**config.mk**
```make
export PLATFORM = sky130hd
export DESIGN_NAME = r22sdf_frame_ctrl
export DESIGN_NICKNAME = d
export VERILOG_FILES = /design/src/rtl/r22sdf_frame_ctrl_pkg.sv /design/src/rtl/r22sdf_bitrev.sv /design/src/rtl/r22sdf_frame_ctrl.sv
export SDC_FILE = /design/constraint.sdc
export NUM_CORES = 1
export LEC_CHECK = 0
export ABC_AREA = 1
export ABC_CLOCK_PERIOD_IN_PS = 2600
export CORE_ASPECT_RATIO = 0.6
export CORE_MARGIN = 2
export CORE_UTILIZATION = 30
export CTS_BUF_LIST = sky130_fd_sc_hd__clkbuf_16
export DETAILED_ROUTE_END_ITERATION = 7
export PLACE_DENSITY = 0.57
export SETUP_SLACK_MARGIN = 0.2
export SLEW_MARGIN = 15
export SYNTH_ARGS = -nofsm -noshare
export SYNTH_HDL_FRONTEND = slang
export SYNTH_HIERARCHICAL = 1
export SYNTH_SLANG_ARGS = --single-unit
```
**constraint.sdc**
```tcl
create_clock -name clk -period 2.6 [get_ports clk]
set_input_delay 0.26 -clock clk [delete_from_list [all_inputs] [get_ports clk]]
set_output_delay 0.26 -clock clk [all_outputs]
set_load 0.01 [all_outputs]
```
**src/rtl/r22sdf_frame_ctrl_pkg.sv**
```systemverilog
// Shared types and helpers for the radix-2^2 SDF FFT stream sequencer.
package r22sdf_frame_ctrl_pkg;

  typedef enum logic [1:0] {IDLE, RUN, PAD, DRAIN} ctrl_state_t;

  // Core latency in enabled cycles: one frame minus one sample.
  function automatic int lat_of(input int stg);
    return (1 << (2 * stg)) - 1;
  endfunction

endpackage

```
**src/rtl/r22sdf_bitrev.sv**
```systemverilog
// Combinational bit reverse; maps the core's bit-reversed output order to natural bins.
module r22sdf_bitrev #(
  parameter int W = 4
) (
  input  logic [W-1:0] din,
  output logic [W-1:0] dout
);

  for (genvar i = 0; i < W; i++) begin : g_rev
    assign dout[i] = din[W-1-i];
  end

endmodule

```
**src/rtl/r22sdf_frame_ctrl.sv**
```systemverilog
// Stream sequencer for the R2^2 SDF FFT core: input handshake, pipeline fill
// tracking, output valid/last/bin with backpressure, and flush pad/drain.
module r22sdf_frame_ctrl
  import r22sdf_frame_ctrl_pkg::*;
#(
  parameter int STG = 3,
  parameter int LAT = lat_of(STG)
) (
  input  logic             clk,
  input  logic             rst,
  input  logic             s_valid,
  output logic             s_ready,
  input  logic             flush,
  input  logic             cfg_we,
  input  logic             cfg_scale,
  input  logic             cfg_inv,
  output logic             fft_en,
  output logic             fft_rst,
  output logic             fft_sync,
  output logic             fft_scale,
  output logic             fft_inv,
  output logic             fft_zero,
  output logic             m_valid,
  input  logic             m_ready,
  output logic             m_last,
  output logic [2*STG-1:0] m_bin,
  output logic             busy
);

  localparam int IW = 2 * STG;
  localparam int FW = $clog2(LAT + 1);
  localparam logic [IW-1:0] LAST_IDX = {IW{1'b1}};
  localparam logic [FW-1:0] LAT_F    = FW'(LAT);

  ctrl_state_t   state, state_nxt;
  logic [IW-1:0] in_idx, out_idx, in_idx_nxt;
  logic [FW-1:0] fill, fill_nxt, drain_cnt;
  logic          flush_pend, flush_pend_nxt;
  logic          cfg_scale_r, cfg_inv_r;
  logic          cand, go, flush_req;

  always_comb begin
    cand    = 1'b0;
    fft_zero = 1'b0;
    fft_rst = 1'b0;
    case (state)
      IDLE:       fft_rst = 1'b1;
      RUN:        cand    = s_valid;
      PAD, DRAIN: begin cand = 1'b1; fft_zero = 1'b1; end
      default:    fft_rst = 1'b1;
    endcase
  end

  // m_valid deliberately ignores m_ready; the stall lands on fft_en instead.
  assign m_valid   = cand & (fill == LAT_F);
  assign go        = ~m_valid | m_ready;
  assign fft_en    = cand & go;
  assign s_ready   = (state == RUN) & go;
  assign fft_sync  = fft_en & (in_idx == LAST_IDX);
  assign m_last    = m_valid & (out_idx == LAST_IDX);
  assign busy      = (state != IDLE);
  assign fft_scale = cfg_scale_r;
  assign fft_inv   = cfg_inv_r;

  r22sdf_bitrev #(.W(IW)) u_bitrev (.din(out_idx), .dout(m_bin));

  assign in_idx_nxt = fft_en ? in_idx + 1'b1 : in_idx;
  assign fill_nxt   = (fft_en && fill != LAT_F) ? fill + 1'b1 : fill;
  assign flush_req  = flush | flush_pend;

  always_comb begin
    state_nxt      = state;
    flush_pend_nxt = 1'b0;
    case (state)
      IDLE: if (s_valid) state_nxt = RUN;
      RUN: begin
        // A flush seen while stalled is held until the handshake can move;
        // in_idx is judged after any sample accepted in the same cycle.
        if (flush_req && !go) begin
          flush_pend_nxt = 1'b1;
        end else if (flush_req) begin
          if (in_idx_nxt != '0)    state_nxt = PAD;
          else if (fill_nxt != '0) state_nxt = DRAIN;
          else                     state_nxt = IDLE;
        end
      end
      PAD:   if (fft_en && in_idx == LAST_IDX) state_nxt = DRAIN;
      DRAIN: if (fft_en && drain_cnt == LAT_F - 1'b1) state_nxt = IDLE;
      default: state_nxt = IDLE;
    endcase
  end

  always_ff @(posedge clk or posedge rst) begin
    if (rst) begin
      state       <= IDLE;
      in_idx      <= '0;
      out_idx     <= '0;
      fill        <= '0;
      drain_cnt   <= '0;
      flush_pend  <= 1'b0;
      cfg_scale_r <= 1'b0;
      cfg_inv_r   <= 1'b0;
    end else begin
      state      <= state_nxt;
      flush_pend <= flush_pend_nxt;
      if (cfg_we) begin
        cfg_scale_r <= cfg_scale;
        cfg_inv_r   <= cfg_inv;
      end
      if (state_nxt == IDLE) begin
        in_idx    <= '0;
        out_idx   <= '0;
        fill      <= '0;
        drain_cnt <= '0;
      end else begin
        in_idx <= in_idx_nxt;
        fill   <= fill_nxt;
        if (m_valid && m_ready) out_idx <= out_idx + 1'b1;
        if (state != DRAIN)     drain_cnt <= '0;
        else if (fft_en)        drain_cnt <= drain_cnt + 1'b1;
      end
    end
  end

endmodule
```
==> results of run 1 <==
critical path, cell delays in order, from the launching register on:
cell and delay (ps):
dfrtp_1 400, ha_4 170, nand2_1 60, nor2_2 110, nand2_2 100, o21bai_4 270, buf_4 150, nand2_1 40
nand2_1 60, inv_1 50, nand2_1 80, nor2_2 40, nand3_1 80, nand2_1 60, nand2_1 50, nand2_1 60
nand2_2 90, buf_12 160, a21oi_1 90
flip-flops by register name, summed over array words and instances (netlist names):
register,flops
fft_scale,1
state,2
in_idx,6
fft_inv,1
fill,6
drain_cnt,6
flush_pend,1
out_idx,6
placed cells by master (no fill, tap or decap), drive strengths merged:
cell type	synthesis	layout
ha	5	5
buf	11	15
o21bai	1	1
dlymetal6s2s	0	2
nand2	65	65
clkdlybuf4s50	0	20
nand3	19	19
xnor2	2	2
nand3b	1	1
a21oi	30	30
nor2	23	23
clkinv	0	2
nor4	1	1
clkinvlp	0	1
nor3	3	3
inv	44	44
dfrtp	29	29
o21ai	6	6
or2	2	2
mux2i	1	1
mux2	2	2
xor2	5	5
clkbuf	2	5
nor3b	1	1
a21boi	1	1
a21o	1	1
nand4	4	4
dlygate4sd2	0	1
a22oi	1	1
layout make-up:
type                    count  area (sq um)
repair buffers             38         375.4
clock buffers               5         125.1
inverters                  44         165.2
fillers                   651          3689
well taps                  84         105.1
multi-input cells         174         989.7
flip-flops and latches     29         726.9
clock inverters             3         17.52
power breakdown:
group | leakage, nW | internal (W) | switching, W | total, W
logic | 0.792 | 0.000514 | 0.000731 | 0.00124
registers | 0.376 | 0.000569 | 0.000150 | 0.000719
clock network | 0.0696 | 0.000350 | 0.000207 | 0.000557
total | 1.24 | 0.00143 | 0.00109 | 0.00252
per-layer routing:
layer / wire [um] / global-route usage
met5: 0 / 0
met4: 46 / 0.04327
met3: 244 / 0.04335
met2: 1862 / 0.1981
met1: 2636 / 0.2187
how the worst max path moves through the flow:
| stage | start | to | slack, ps |
|---|---|---|---|
| floorplan | fill[0] | out_idx[5] | 460 |
| finish | fill[1] | fill[4] | 360 |
| CTS | fill[1] | s_ready | 220 |
| global placement | s_valid | m_last | 180 |
| global route | fill[0] | drain_cnt[5] | 180 |
| detailed placement | s_valid | m_last | 180 |
Yosys cell counts, types with 2 or more instances:
master / instances / area share
nand2_1: 62 / 0.12
inv_1: 42 / 0.081
dfrtp_1: 29 / 0.37
a21oi_1: 28 / 0.072
nand3_1: 18 / 0.046
nor2_1: 18 / 0.035
buf_4: 7 / 0.027
ha_1: 5 / 0.032
o21ai_0: 5 / 0.013
xor2_1: 5 / 0.023
buf_6: 4 / 0.023
nand4_1: 4 / 0.013
nand2_2: 3 / 0.0097
nor2_4: 3 / 0.017
nor3_1: 3 / 0.0077
a21oi_2: 2 / 0.0090
clkbuf_1: 2 / 0.0039
inv_2: 2 / 0.0039
mux2_2: 2 / 0.012
nor2_2: 2 / 0.0065
or2_2: 2 / 0.0065
xnor2_1: 2 / 0.0090
stage by stage:
step / worst slack [ps] / utilization / power, W / cell area [sq um] / cells
2_1_floorplan: 459.3 / - / 0.001514 / 1939 / 260
3_3_place_gp: 178.0 / 0.3653 / 0.001850 / 2262 / 363
3_5_place_dp: 183.5 / 0.3653 / 0.001845 / 2262 / 363
4_1_cts: 221.4 / 0.3943 / 0.002459 / 2442 / 373
5_1_grt: 179.4 / 0.4044 / 0.002744 / 2505 / 377
6_report: 357.4 / 0.4044 / 0.002521 / 2505 / 377
cells by family (layout without fill, tap and decap cells):
| logic type | after synthesis | count (layout) | synth area share |
|---|---|---|---|
| xor+xnor | 7 | 7 | 0.03161 |
| compound gates | 40 | 40 | 0.1239 |
| flops | 29 | 29 | 0.3742 |
| mux | 3 | 3 | 0.01677 |
| fa+ha+maj | 5 | 5 | 0.03226 |
| buf+inv | 57 | 90 | 0.1394 |
| simple gates | 119 | 119 | 0.2819 |
what timing repair did:
item | in CTS | in global routing
resized for setup | 5 | 10
pin swaps | 1 | 1
hold buffers | 0 | 0
endpoints found under the setup margin | 3 | 26
buffers inserted | 2 | 4
==> results.toml, run 1 <==
[hold_path]
hp-class = "in -> async"

[worst_setup_path]
endpoint_kind = "flop"
arrival_ps = 2400
reg2reg_slack_ps = 360
rr_startpoint = "fill[1]"
crit_required_ps = 2760
setup.worst_path.class = "reg -> reg"
cp_max_fo = 19
crit_path_start_kind = "flop"
r2r.worst_path.cells = 18
reg2reg_to = "fill[4]"

[placement]
gp_congestion = 0.8558
hpwl_mm = 3.412
port_buffers = 23

[sta]
setup_violations = 0
skew_ps = 5.037
worst_slew_pin_slew_ps = 380.9
hold_ws_ps = 352.8
max_freq_ghz = 0.4459
period_share = 0.8625
slew_violations = 0
rsz0062_at_grt = "no"
hold_violations = 0
relSlewSlack = 0.7461
fin_crit_ps = 2243
fin_setup_tns_ps = 0

[layout]
final_layout_size_suffix_gt1_frac = 0.1741
area_growth_pct = 29.16
fin_nets = 305
n_antenna_cell = 0

[synthesis]
synthCells = 260
ys_ff_latch = 29
synth-main-ff-cell = "dfrtp_1"
synth_area_per_cell_sq_um = 7.459
synthArstFlopShare = 1.000
ys_types = 32
seq_area_frac_synth = 0.3742
syn_area_sq_um = 1939
synth_fp_nets = 273
yosys_warnings = 6
synth-edff-count = 0

[die]
initial_core_util = 0.3131
die-width_um = 107.8
die_y_um = 66.28
num_io_pins = 24
die_area_sq_um = 7145
rows = 22
core-area_sq_um = 6193

[drt]
vias = 1686
ant_nets = 0
routed_wl_mm = 4.790
first_pass_iters = 4
first_iter_violations = 73
vias_per_cell = 4.472
wire_per_inst_um = 12.71
drc_errors = 0

[global_routing]
grt_use_total = 0.1462
grt_pass1_wl_mm = 7.845
grt-ovfl-total = 0
grt_pass1_vias = 1563
antenna_found_initial = 0
grt_max_degree = 30

[pwr]
power.density_nw_per_um2 = 1006
p_leak_nw = 1.237
max-vdd-ir-drop_uv = 432.9

[clock_tree]
tritoncts = "done"
cts_max_level = 2
numCtsBuffers = 5
cts_buffer_depth = 2
clkTransAtPathRegs_ps = 50
clk_latency_ps = 280
clockRootBuffer = "clkbuf_16"
cts.sinks = 29

[run_status]
outcome = "completed"

[flow_run]
drv_cap = 0
Note: power is estimated with default switching activity, not from simulation.
==> run 2, diff against run 1 <==
--- a/config.mk
+++ b/config.mk
@@ -12,7 +12,9 @@
 export CORE_UTILIZATION = 30
 export CTS_BUF_LIST = sky130_fd_sc_hd__clkbuf_16
 export DETAILED_ROUTE_END_ITERATION = 7
+export GPL_TIMING_DRIVEN = 0
 export PLACE_DENSITY = 0.57
+export RECOVER_POWER = 25
 export SETUP_SLACK_MARGIN = 0.2
 export SLEW_MARGIN = 15
 export SYNTH_ARGS = -nofsm -noshare
==> results.toml, run 2 (synthesis results as in run 1) <==
[global_routing]
grt_use_total = 0.1403
grt_pass1_wl_mm = 7.631
grt_max_degree = 30
grt_pass1_vias = 1557
grt-ovfl-total = 0
antenna_found_initial = 0

[placement]
post-place-ws_ps = 49.01
port_buffers = 23
hpwl_mm = 3.255
placedCellCount = 367
gp_congestion = 0.7812

[sta]
worst_slew_pin_slew_ps = 1147
period_share = 0.8971
hold_violations = 0
setup_ws_ps = 267.6
fin_setup_tns_ps = 0
fin_crit_ps = 2332
setup_violations = 0
max_freq_ghz = 0.4287
slew_violations = 0
rsz0062_at_grt = "yes"
skew_ps = 3.697
hold_ws_ps = 503.7
relSlewSlack = 0.2348

[die]
die_y_um = 66.28
rows = 22
die_area_sq_um = 7145
die-width_um = 107.8
core-area_sq_um = 6193
initial_core_util = 0.3131
num_io_pins = 24

[drt]
first_iter_violations = 98
wire_per_inst_um = 12.64
ant_nets = 0
routed_wl_mm = 4.953
vias_per_cell = 4.528
first_pass_iters = 4
drc_errors = 0
vias = 1775

[layout]
fin_nets = 320
n_antenna_cell = 0
final_common_cell = "nand2_1"
nFillCells = 631
fin_cells = 392
final_layout_size_suffix_gt1_frac = 0.2500
area_growth_pct = 40.26
final_cell_mix = "53 x nand2_1, 42 x inv_1, 28 x dfrtp_1"

[worst_setup_path]
r2r.worst_path.cells = 17
endpoint_kind = "primary output"
arrival_ps = 2070
cp_max_fo = 8
crit_path_start_kind = "flop"
crit_required_ps = 2340
setup.worst_path.class = "reg -> out"

[clock_tree]
clkTransAtPathRegs_ps = 50
cts_buffer_depth = 2
tritoncts = "done"
numCtsBuffers = 5
clk_latency_ps = 270
cts_max_level = 2
hold_buffers = 0
cts.sinks = 29
clockRootBuffer = "clkbuf_16"

[hold_path]
hp-class = "reg -> reg"
holdPathStages = 1

[pwr]
max-vdd-ir-drop_uv = 343.5
power.density_nw_per_um2 = 1068
p_leak_nw = 1.326

[run_status]
outcome = "completed"

[flow_run]
drv_cap = 0
[run 2: worst paths after layout]
kind                       slack, ps         to  startpoint
max                              270     fft_en     fill[1]
min                              500  fft_scale   fft_scale
max reg2reg                      300    fill[0]     fill[0]
min reg2reg                      500  fft_scale   fft_scale
max in group asynchronous       1110    fill[0]         rst
min in group asynchronous        730    fill[4]         rst
[run 2: per-layer routing]
metal | vias up | global-route usage | routed length [um]
met1 | 821 | 0.2112 | 2615
met2 | 42 | 0.1973 | 2052
met4 | 0 | 0.01923 | 12
li1 | 910 | - | -
met5 | - | 0 | 0
met3 | 2 | 0.04433 | 273
[run 2: critical path, stage by stage, from the launching register on]
cell	delay [ps]
dfrtp_1	390
ha_4	180
nand2_2	60
nor2_2	100
nand2_2	110
o21bai_4	290
inv_2	90
buf_4	140
clkdlybuf4s50_1	460
[run 2: repair_timing]
action                                  CTS  global route
pin swaps                                 2            18
setup buffers                             4            11
endpoints found under the hold margin     0             0
resized for setup                         9            29
endpoints found under the setup margin   26            30
gates cloned                              0             2
[run 2: final cells by class]
cell class | count | area [sq um] | area share
tap | 84 | 105.1 | 0.03864
sequential | 29 | 726.9 | 0.2672
clock inverter | 3 | 37.54 | 0.01380
clock buffer | 5 | 125.1 | 0.04600
buffer | 13 | 120.1 | 0.04416
inverter | 44 | 165.2 | 0.06072
multi-input combinational | 174 | 1042 | 0.3832
timing repair buffer | 40 | 397.9 | 0.1463
[run 2: per-stage QoR]
| step | instance area (sq um) | total power, W | utilization |
|---|---|---|---|
| 6_report | 2720 | 0.002906 | 0.4392 |
| 5_1_grt | 2720 | 0.003138 | 0.4392 |
| 4_1_cts | 2499 | 0.002506 | 0.4034 |
| 3_5_place_dp | 2275 | 0.001801 | 0.3673 |
| 3_3_place_gp | 2275 | 0.001794 | 0.3673 |
| 2_1_floorplan | 1939 | 0.001514 | - |
[run 2: power breakdown]
group	switching, W	total [W]	internal (W)
clock network	0.000201	0.000646	0.000444
registers	0.000126	0.000695	0.000569
logic	0.000854	0.00157	0.000712
==> run 3, diff against run 2 <==
--- a/config.mk
+++ b/config.mk
@@ -13,11 +13,11 @@
 export CTS_BUF_LIST = sky130_fd_sc_hd__clkbuf_16
 export DETAILED_ROUTE_END_ITERATION = 7
 export GPL_TIMING_DRIVEN = 0
+export HOLD_SLACK_MARGIN = 0.1
 export PLACE_DENSITY = 0.57
 export RECOVER_POWER = 25
 export SETUP_SLACK_MARGIN = 0.2
 export SLEW_MARGIN = 15
 export SYNTH_ARGS = -nofsm -noshare
 export SYNTH_HDL_FRONTEND = slang
-export SYNTH_HIERARCHICAL = 1
 export SYNTH_SLANG_ARGS = --single-unit
==> results.toml, run 3 <==
[die]
num_io_pins = 24
die_y_um = 65.55
rows = 22
die_area_sq_um = 6987
initial_core_util = 0.3100
die-width_um = 106.6
core-area_sq_um = 6111

[placement]
placedCellCount = 361
gp_congestion = 0.8022
dpl_cell_area_sq_um = 2230
port_buffers = 23
post-place-ws_ps = 52.19
hpwl_mm = 3.272

[clock_tree]
clockRootBuffer = "clkbuf_16"
clk_latency_ps = 270
cts.sinks = 29
numCtsBuffers = 5
tritoncts = "done"
hold_buffers = 0
clkTransAtPathRegs_ps = 50
cts_max_level = 2
cts_buffer_depth = 2

[sta]
slew_violations = 0
skew_ps = 5.371
fin_setup_tns_ps = 0
period_share = 0.8915
setup_ws_ps = 282.2
hold_violations = 0
max_freq_ghz = 0.4314
rsz0062_at_grt = "yes"
relSlewSlack = 0.2492
setup_violations = 0
fin_crit_ps = 2318
worst_slew_pin_slew_ps = 1125

[worst_setup_path]
cp_max_fo = 10
crit_required_ps = 2340
setup.worst_path.class = "reg -> out"
crit_path_start_kind = "flop"
r2r.worst_path.cells = 15
endpoint_kind = "primary output"
arrival_ps = 2060

[drt]
vias_per_cell = 4.506
vias = 1735
first_iter_violations = 109
drc_errors = 0
first_pass_iters = 4
routed_wl_mm = 4.596
ant_nets = 0
wire_per_inst_um = 11.94

[global_routing]
grt_pass1_vias = 1475
grt_use_total = 0.1349
grt_max_degree = 30
grt_pass1_wl_mm = 7.231
antenna_found_initial = 0
grt-ovfl-total = 0

[layout]
area_growth_pct = 35.27
nFillCells = 640
final_layout_size_suffix_gt1_frac = 0.1960
final_cell_mix = "60 x nand2_1, 40 x inv_1, 28 x dfrtp_1"
post-route-cell-area_sq_um = 2562
fin_nets = 313
fin_cells = 385
n_antenna_cell = 0
final_common_cell = "nand2_1"
multi_input_area_sq_um = 1006
seq_area_sq_um = 726.9

[synthesis]
synth_fp_nets = 267
post-synth-top-count-cell = "nand2_1"
synthTopCellsByArea = "dfrtp_1 38%, nand2_1 12%, inv_1 8.3%"
synthCells = 254
seq_area_frac_synth = 0.3831
synth_area_per_cell_sq_um = 7.458
ys_ff_latch = 29
synth-main-ff-cell = "dfrtp_1"
synth-edff-count = 0
synth_top_area_frac = 0.3831
syn_area_sq_um = 1894
synth_common_cells = "62 x nand2_1, 42 x inv_1, 29 x dfrtp_1"
synth_top_area_cell = "dfrtp_1"
yosys_warnings = 0
synthArstFlopShare = 1.000
ys_types = 32

[pwr]
p_leak_nw = 1.257
power.density_nw_per_um2 = 990.6
max-vdd-ir-drop_uv = 405.5

[hold_path]
hp-class = "reg -> reg"
holdPathStages = 1

[run_status]
outcome = "completed"

[flow_run]
drv_cap = 0
## run 3: cell count changes after synthesis
cell   before  now
buf_4       7    1
## run 3: layout make-up
class,instances,area share
multi-input combinational,174,0.3926
sequential,29,0.2837
timing repair buffer,39,0.1382
inverter,44,0.06445
clock buffer,5,0.04883
tap,84,0.04102
buffer,7,0.02637
clock inverter,3,0.004883
## run 3: where the power goes
group / internal [W] / switching, W / leakage (nW)
clock: 0.000345 / 0.000189 / 0.0687
combinational: 0.000561 / 0.000742 / 0.813
sequential: 0.000569 / 0.000134 / 0.376
total: 0.00147 / 0.00106 / 1.26
## run 3: critical path: stages (launching register included)
cell and delay, ps:
dfrtp_2 400, ha_4 150, nand3_2 110, nor2_4 200, nand3_4 140, buf_4 210, nand2_1 60, inv_1 30
clkdlybuf4s50_1 460
## run 3: through the flow
| stage | util | hold WS, ps | power (W) |
|---|---|---|---|
| 2_1_floorplan | - | 338.1 | 0.001513 |
| 4_1_cts | 0.3907 | 522.9 | 0.002356 |
| 5_1_grt | 0.4193 | 534.1 | 0.002771 |
| 3_5_place_dp | 0.3649 | 498.6 | 0.001794 |
| 6_report | 0.4193 | 517.6 | 0.002538 |
| 3_3_place_gp | 0.3649 | 493.2 | 0.001785 |
## run 3: logic make-up (layout without fill, tap and decap cells)
kind of cell | after synthesis | after routing | synth area share
xor+xnor | 7 | 7 | 0.03237
fa+ha+maj | 5 | 5 | 0.03303
buf+inv | 51 | 98 | 0.1189
flops | 29 | 29 | 0.3831
mux | 3 | 3 | 0.01717
simple gates | 119 | 119 | 0.2886
compound gates | 40 | 40 | 0.1268
## run 3: final timing paths
path | endpoint | slack (ps) | start
worst min-delay path | fft_inv | 520 | fft_inv
worst min register to register | fft_inv | 520 | fft_inv
min in group asynchronous | drain_cnt[2] | 720 | rst
max in group asynchronous | fill[0] | 1130 | rst
worst max-delay path | s_ready | 280 | fill[0]
worst max register to register | in_idx[3] | 290 | fill[0]
## run 3: metal layers
layer	vias up	wire length, um	GRT usage
met4	0	4	0.02435
met5	-	0	0
met2	37	1790	0.1799
met1	799	2517	0.2095
li1	897	-	-
met3	2	284	0.04167
## run 3: what timing repair did
item,CTS,global route
cloned,0,2
gates resized for setup,8,16
endpoints found under the setup margin,25,28
setup buffers,0,14
pin swaps,0,6
